### config.mk
export PLATFORM = sky130hd
export DESIGN_NAME = serial_word_receiver
export DESIGN_NICKNAME = d
export VERILOG_FILES = /design/src/rtl/serial_word_receiver.sv
export SDC_FILE = /design/constraint.sdc
export NUM_CORES = 1
export LEC_CHECK = 0
export ABC_CLOCK_PERIOD_IN_PS = 1750
export CAP_MARGIN = 20
export CORE_MARGIN = 2
export CORE_UTILIZATION = 50
export CTS_BUF_LIST = sky130_fd_sc_hd__clkbuf_8
export DETAILED_ROUTE_END_ITERATION = 7
export PLACE_DENSITY = 0.75
export SETUP_SLACK_MARGIN = 0.1
export SYNTH_ARGS = -nofsm -noshare
export SYNTH_HDL_FRONTEND = slang
export SYNTH_SLANG_ARGS = --single-unit
### constraint.sdc
create_clock -name clk -period 1.75 [get_ports clk]
set_input_delay 0.2625 -clock clk [delete_from_list [all_inputs] [get_ports clk]]
set_output_delay 0.2625 -clock clk [all_outputs]
set_load 0.05 [all_outputs]
### src/rtl/serial_word_receiver.sv
// Serial frame receiver (start, WIDTH data bits, optional parity, stop) with a one-word parallel output buffer.
// Latency: a good word appears on pout_o/valid_o one clock after the cycle holding the stop-bit strobe.
// Backpressure: valid_o holds until valid_o&&ready_i; a good word arriving while the buffer is full is dropped and flagged on overrun_o.
//
// Ports:
//   clk, rst              clock and synchronous active-high reset
//   bit_en_i, sin_i       bit strobe and serial data (line idles high)
//   pout_o, valid_o       received word and its valid flag
//   ready_i               consumer accepts the word when valid_o&&ready_i
//   busy_o                a frame is in progress
//   frame_err_o, parity_err_o, overrun_o   one-cycle error pulses
module serial_word_receiver #(
    parameter int WIDTH      = 4,
    parameter int MSB_FIRST  = 0,
    parameter int PARITY_EN  = 0,
    parameter int PARITY_ODD = 0
) (
    input  logic             clk,
    input  logic             rst,
    input  logic             bit_en_i,
    input  logic             sin_i,
    output logic [WIDTH-1:0] pout_o,
    output logic             valid_o,
    input  logic             ready_i,
    output logic             busy_o,
    output logic             frame_err_o,
    output logic             parity_err_o,
    output logic             overrun_o
);

    localparam int             CW   = $clog2(WIDTH + 1);
    localparam logic [CW-1:0]  LAST = CW'(WIDTH - 1);
    localparam logic           ODD  = (PARITY_ODD != 0);

    typedef enum logic [1:0] {
        S_IDLE   = 2'd0,
        S_DATA   = 2'd1,
        S_PARITY = 2'd2,
        S_STOP   = 2'd3
    } state_t;

    state_t           state_q, state_d;
    logic [CW-1:0]    cnt_q, cnt_d;
    logic [WIDTH-1:0] shift_q, shift_d;
    logic             par_bad_q, par_bad_d;
    logic [WIDTH-1:0] pout_q, pout_d;
    logic             valid_q, valid_d;
    logic             ferr_q, ferr_d;
    logic             perr_q, perr_d;
    logic             ovr_q, ovr_d;

    // Shift-in candidates; the extra bit lets WIDTH=1 work without special cases.
    logic [WIDTH:0]   ext_msb;
    logic [WIDTH:0]   ext_lsb;
    logic [WIDTH-1:0] shift_next;

    // State register and datapath flops.
    always_ff @(posedge clk) begin
        if (rst) begin
            state_q   <= S_IDLE;
            cnt_q     <= '0;
            shift_q   <= '0;
            par_bad_q <= 1'b0;
            pout_q    <= '0;
            valid_q   <= 1'b0;
            ferr_q    <= 1'b0;
            perr_q    <= 1'b0;
            ovr_q     <= 1'b0;
        end else begin
            state_q   <= state_d;
            cnt_q     <= cnt_d;
            shift_q   <= shift_d;
            par_bad_q <= par_bad_d;
            pout_q    <= pout_d;
            valid_q   <= valid_d;
            ferr_q    <= ferr_d;
            perr_q    <= perr_d;
            ovr_q     <= ovr_d;
        end
    end

    // Next-state logic: the FSM only moves on a bit strobe.
    always_comb begin
        state_d = state_q;
        if (bit_en_i) begin
            case (state_q)
                S_IDLE:   if (!sin_i) state_d = S_DATA;
                S_DATA:   if (cnt_q == LAST) state_d = (PARITY_EN != 0) ? S_PARITY : S_STOP;
                S_PARITY: state_d = S_STOP;
                S_STOP:   state_d = S_IDLE;
                default:  state_d = S_IDLE;
            endcase
        end
    end

    // Datapath and output logic.
    always_comb begin
        ext_msb    = {shift_q, sin_i};
        ext_lsb    = {sin_i, shift_q};
        // MSB-first shifts left so the first bit ends at the top;
        // LSB-first shifts right so the first bit ends at bit 0.
        shift_next = (MSB_FIRST != 0) ? ext_msb[WIDTH-1:0] : ext_lsb[WIDTH:1];

        cnt_d     = cnt_q;
        shift_d   = shift_q;
        par_bad_d = par_bad_q;
        pout_d    = pout_q;
        valid_d   = valid_q;
        ferr_d    = 1'b0;
        perr_d    = 1'b0;
        ovr_d     = 1'b0;

        // Consumer handshake; a word landing this cycle below overrides it.
        if (valid_q && ready_i) valid_d = 1'b0;

        if (bit_en_i) begin
            case (state_q)
                S_IDLE: begin
                    if (!sin_i) begin
                        cnt_d     = '0;
                        par_bad_d = 1'b0;
                    end
                end
                S_DATA: begin
                    shift_d = shift_next;
                    cnt_d   = cnt_q + CW'(1);
                end
                S_PARITY: begin
                    // XOR of data and parity is 0 for good even parity, 1 for good odd parity.
                    par_bad_d = (^shift_q) ^ sin_i ^ ODD;
                end
                S_STOP: begin
                    if (!sin_i) begin
                        ferr_d = 1'b1;
                    end else if (par_bad_q) begin
                        perr_d = 1'b1;
                    end else if (!valid_q || ready_i) begin
                        pout_d  = shift_q;
                        valid_d = 1'b1;
                    end else begin
                        ovr_d = 1'b1;
                    end
                end
                default: ;
            endcase
        end
    end

    assign pout_o       = pout_q;
    assign valid_o      = valid_q;
    assign busy_o       = (state_q != S_IDLE);
    assign frame_err_o  = ferr_q;
    assign parity_err_o = perr_q;
    assign overrun_o    = ovr_q;

endmodule
==> results of run 1 <==
## sequential cells by signal, summed over array words and instances, names as in the netlist
signal	count
pout_o	4
shift_q	4
cnt_q	3
state_q	2
frame_err_o	1
overrun_o	1
par_bad_q	1
parity_err_o	1
valid_o	1
## final timing paths
| kind | to | slack, ns | depth (start not counted) |
|---|---|---|---|
| max | frame_err_o | 0.14 | 1 |
| min | pout_o[3] | 0.47 | 2 |
| max reg2reg | state_q[0] | 0.29 | 5 |
| min reg2reg | pout_o[3] | 0.47 | 2 |
## cells in the mapped netlist
| cell | instances | area share |
|---|---|---|
| xnor2_1 | 1 | 0.010 |
| nor4_1 | 1 | 0.0072 |
| buf_2 | 2 | 0.012 |
| dfxtp_1 | 18 | 0.41 |
| a311oi_1 | 1 | 0.010 |
| nor2b_1 | 2 | 0.014 |
| xnor3_1 | 1 | 0.026 |
| and4b_1 | 1 | 0.012 |
| a21oi_1 | 15 | 0.086 |
| inv_1 | 5 | 0.022 |
| nand3_1 | 10 | 0.058 |
| nand2b_1 | 2 | 0.014 |
| a21boi_4 | 1 | 0.022 |
| nor3b_1 | 1 | 0.0086 |
| a21o_1 | 1 | 0.0086 |
| nand4b_1 | 1 | 0.010 |
| o21ai_0 | 8 | 0.046 |
| ha_1 | 7 | 0.10 |
| clkbuf_1 | 1 | 0.0043 |
| nor2_1 | 4 | 0.017 |
| buf_4 | 1 | 0.0086 |
| nand3b_1 | 3 | 0.026 |
| nand2_1 | 7 | 0.030 |
| xor2_1 | 1 | 0.010 |
| o211a_1 | 1 | 0.012 |
| a21bo_2 | 1 | 0.012 |
## metrics by stage
stage                     setup slack, ns  cell area [um^2]  utilization
after floorplan                     0.430               870            -
after global placement              0.175              1030        0.611
after detailed placement           0.0759              1030        0.611
after CTS                           0.107              1070        0.635
after global routing                0.103              1090        0.644
final                               0.142              1090        0.644
## power by group through the flow
stage	Combinational (mW)	Sequential (mW)	Clock, mW
CTS	0.125	0.424	0.289
global placement	0.120	0.432	0
detailed placement	0.124	0.433	0
floorplan	0.0797	0.432	0
finish	0.124	0.424	0.282
global route	0.134	0.425	0.311
## per-layer routing
| layer | track usage | wire length (um) |
|---|---|---|
| met2 | 0.304 | 847 |
| met4 | 0.0514 | 4 |
| met1 | 0.220 | 752 |
| met3 | 0.0635 | 91 |
| met5 | 0 | 0 |
## what timing repair did
action	in CTS	in global routing
hold buffers	0	0
setup endpoints to repair	1	8
pin swaps	0	1
buffers inserted	0	0
gates resized for setup	1	7
## placed cells by master, fill, tap and decap left out, drive strengths merged, types with 2 or more instances in the layout
| cell | netlist | layout |
|---|---|---|
| a21oi | 15 | 15 |
| buf | 3 | 4 |
| clkbuf | 1 | 3 |
| clkdlybuf4s50 | 0 | 5 |
| dfxtp | 18 | 18 |
| dlymetal6s2s | 0 | 6 |
| ha | 7 | 7 |
| inv | 5 | 5 |
| nand2 | 7 | 7 |
| nand2b | 2 | 2 |
| nand3 | 10 | 10 |
| nand3b | 3 | 3 |
| nor2 | 4 | 4 |
| nor2b | 2 | 2 |
| o21ai | 8 | 8 |
## cell type report
type | count | area [um^2]
clock buffers | 3 | 41.3
fillers | 164 | 601
inverters | 5 | 18.8
multi-input cells | 70 | 469
flip-flops and latches | 18 | 362
well taps | 17 | 21.3
repair buffers | 16 | 176
## cell families after synthesis
group,count (synthesis),synth area share
flip-flops,18,0.414
XOR/XNOR,3,0.0460
buffers and inverters,9,0.0460
AND/OR/NAND/NOR,32,0.197
AO/OA/AOI/OAI,28,0.196
adder cells (fa/ha/maj),7,0.101
## tightest hold or removal path, stage by stage (launching register included)
cell     delay, ns
dfxtp_1       0.30
o21ai_0       0.06
a21oi_1       0.06
==> results.ini, run 1 <==
[sta]
setup_viol=0
maxSlewHeadroom=0.663
hold_ws_ns=0.470
rsz0062_at_grt=false
fin_skew_ns=0.00239
final_max_slew_viol_count=0
hold_viol_final=0
finalCriticalPeriod_ns=1.61
max_slew.worst_pin.slew_ns=0.504
period_share=0.919
finalSetupTns_ns=0
fmax_ghz=0.622

[logic_synthesis]
ys_seq_elements=18
syn_inst=97
yosysSeqAreaShare=0.414
synth_warnings=0
avgSynthCellArea_um2=8.96
syn_nets=109
netlist_area_um2=870
yosys.cell_types.count=26

[worst_setup_path]
cp_slowest_cell=clkdlybuf4s50_1
timing.critical_path.slowest_cell_delay_ns=0.79
path_max_fanout=1
crit_type=reg2out
endpoint_kind=output port
path_cells=clkdlybuf4s50_1
cp.arrival_ns=1.35
startpoint=frame_err_o
r2r_start=state_q[1]
cp_num_buf_inv=1
critPathLaunchType=flip-flop
cp_top_family=buffers and inverters
cp.required_ns=1.49

[clock_network]
cts_root_buffer=clkbuf_8
clockBufferDepth=2
htreeDepth=1
clk_pin_slew_ns=0.07
clk_latency_ns=0.25
cts_tree=built
clock-sinks=18
cts_buffers=3

[global_routing]
gr-total-overflow=0
grt_pass1_wl_um=2730
antenna_found_initial=0
grt_use_total=0.182
grt_pass1_vias=651
grt_max_degree=11

[floorplanning]
die_y_um=45.7
rows=15
die_x_um=45.7
initial_core_util=0.515
io_pins=14
core_um2=1690
die_area_um2=2090

[detailed_routing]
vias=739
drt-initial-drc-count=6
wl_per_cell_um=13.1
avgViaCountPerCell=5.73
drc=0
first_pass_iters=4
wirelength_um=1700
antenna_left=0

[final_layout]
fin_cells=129
area_growth_pct=25.2
antenna_cells=0
drive_above_1_share=0.0893
finalNetCount=126

[placed_design]
finalWeightedCongestion=0.776
port_buffers=13
dpl.cell_count=126
hpwl_um=1230

[power_and_ir_drop]
max-vdd-ir-drop_mv=0.489
power.total_uw=830
switching_share=0.249
leakage_nw=0.534
clkPwrFrac=0.340
p_int_uw=624
pwr-share-comb=0.149
power_density_nw_per_um2=763
pwr-share-seq=0.511
p_sw_uw=207

[job]
max-cap-violations=0

[run_status]
status=complete, no violations

[worst_hold_path]
hold_class=reg2reg
worstHoldStart=pout_o[3]

Power figures use the tool's default switching activity.
==> inputs of run 2 (changes only) <==
- CAP_MARGIN: 20 -> 40
- MAX_ROUTING_LAYER: unset -> met4
- TNS_END_PERCENT: unset -> 5
==> run 2 against run 1 <==
Setup slack got worse by 0.023 ns. Die area unchanged. Sequential power hardly changed. Global-route usage grew 0.53 points. Sequential cell count is the same. Highest routed layer is now met3. Critical path type unchanged. Maximum frequency down 1.4%. Register-to-register slack lost 0.03 ns. Design area down 1.3%.
==> results.ini, run 2 (synthesis results as in run 1) <==
[run_status]
status=complete, no violations

[floorplanning]
core_um2=1690  ; unchanged
rows=15  ; unchanged
die_y_um=45.7  ; unchanged
initial_core_util=0.515  ; unchanged
io_pins=14  ; unchanged
die_area_um2=2090  ; unchanged
die_x_um=45.7  ; unchanged

[sta]
setup_viol=0  ; unchanged
finalCriticalPeriod_ns=1.63  ; +0.0231 ns
hold_viol_final=0  ; unchanged
final_max_slew_viol_count=0  ; unchanged
max_slew.worst_pin.slew_ns=0.495  ; -0.00963 ns
maxSlewHeadroom=0.670  ; +0.00643
fin_skew_ns=0.00149  ; -0.000902 ns
fmax_ghz=0.613  ; -1.4%
finalSetupTns_ns=0  ; unchanged
rsz0062_at_grt=true
period_share=0.932  ; +0.0132

[worst_hold_path]
holdPathStages=2  ; unchanged
hold_class=reg2reg

[global_routing]
grt_use_total=0.187  ; +0.00534
grt_pass1_vias=656  ; +0.77%
grt_pass1_wl_um=2730  ; -0.26%
antenna_found_initial=0  ; unchanged
gr-total-overflow=0  ; unchanged
grt_max_degree=11  ; unchanged

[clock_network]
clk_pin_slew_ns=0.06  ; about the same
clk_latency_ns=0.25  ; about the same
clock-sinks=18  ; unchanged
cts_buffers=3  ; unchanged
htreeDepth=1  ; unchanged
ctsHoldBuffers=0  ; unchanged
cts_root_buffer=clkbuf_8
clockBufferDepth=2  ; unchanged
cts_setup_buffers=0  ; unchanged
cts_tree=built

[worst_setup_path]
path_cells=clkdlybuf4s50_1
worst-r2r-cell-count=5  ; unchanged
cp_num_buf_inv=1  ; unchanged
cp_top_family=buffers and inverters
cp.required_ns=1.49  ; about the same
endpoint_kind=output port
crit_type=reg2out
path_max_fanout=2  ; +1
cp_slowest_cell=clkdlybuf4s50_1
cp.arrival_ns=1.37  ; +0.02 ns
critical_path_depth=1  ; unchanged
timing.critical_path.slowest_cell_delay_ns=0.80  ; about the same
critPathLaunchType=flip-flop

[final_layout]
finalNetCount=126  ; unchanged
area_growth_pct=23.6
drive_above_1_share=0.0804  ; -0.00893
fillers=165  ; +0.61%
most-common-layout-cells=dfxtp_1, a21oi_1, nand3_1, clkdlybuf4s50_1, o21ai_0
antenna_cells=0  ; unchanged
mostFrequentLayoutCell=dfxtp_1

[power_and_ir_drop]
switching_share=0.249  ; about the same
p_sw_uw=207  ; about the same
clkPwrFrac=0.340  ; about the same
pwr-share-seq=0.511  ; about the same
max-vdd-ir-drop_mv=0.509  ; +4.0%
power_density_nw_per_um2=772  ; +1.2%
p_int_uw=623  ; about the same
pwr-share-comb=0.149  ; about the same
leakage_nw=0.440  ; -18%
power.total_uw=830  ; about the same

[detailed_routing]
drt-initial-drc-count=10  ; +4
vias=741  ; +0.27%
wl_per_cell_um=13.0  ; -1.4%
first_pass_iters=4  ; unchanged
antenna_left=0  ; unchanged
wirelength_um=1670  ; -1.4%
drc=0  ; unchanged
avgViaCountPerCell=5.74  ; +0.27%

[placed_design]
finalWeightedCongestion=0.787  ; +1.4%
hpwl_um=1230  ; unchanged
port_buffers=13  ; unchanged

[job]
max-cap-violations=0  ; unchanged

## run 2: cell count changes in the layout (fill, tap and decap cells not counted)
cell / previous run / this run
clkdlybuf4s50_1: 5 / 10
dfxtp_1: 17 / 18
dfxtp_2: 1 / 0
dlymetal6s2s_1: 6 / 1
## run 2: per-layer routing
metal,track usage,part of all wire
met1,0.220,0.45
met2,0.304,0.50
met3,0.0635,0.051
met4,0.0514,0
met5,-,0
## run 2: power groups by stage
stage               logic, mW  clock network (mW)  registers (mW)
floorplan              0.0797                   0           0.432
global placement        0.120                   0           0.432
detailed placement      0.124                   0           0.433
CTS                     0.125               0.289           0.424
global route            0.134               0.309           0.425
finish                  0.124               0.282           0.424
## run 2: final cells by class
type	count	area, um^2	area share
multi-input cells	70	469	0.437
clock buffers	3	41.3	0.0384
well taps	17	21.3	0.0198
flip-flops and latches	18	360	0.335
repair buffers	16	164	0.153
inverters	5	18.8	0.0175
## run 2: repair_timing
item                                    CTS  global route
pin swaps                                 0             1
endpoints found under the hold margin     0             0
endpoints found under the setup margin    1             8
cloned                                    0             0
gates resized for setup                   1             1
## run 2: per-stage QoR
step / util / hold WS (ns) / worst slack, ns / cell area (um^2) / cells
CTS: 0.635 / 0.477 / 0.107 / 1070 / 129
detailed placement: 0.611 / 0.468 / 0.0759 / 1030 / 126
global route: 0.636 / 0.503 / 0.0706 / 1070 / 129
global placement: 0.611 / 0.468 / 0.175 / 1030 / 126
floorplan: - / 0.332 / 0.430 / 870 / 97
finish: 0.636 / 0.474 / 0.119 / 1070 / 129
## run 2: path summary, 6_finish.rpt
kind	start	end	slack, ns
setup / recovery	pout_o[0]	pout_o[0]	0.12
hold / removal	pout_o[3]	pout_o[3]	0.47
setup reg to reg	state_q[0]	state_q[0]	0.26
hold reg to reg	pout_o[3]	pout_o[3]	0.47
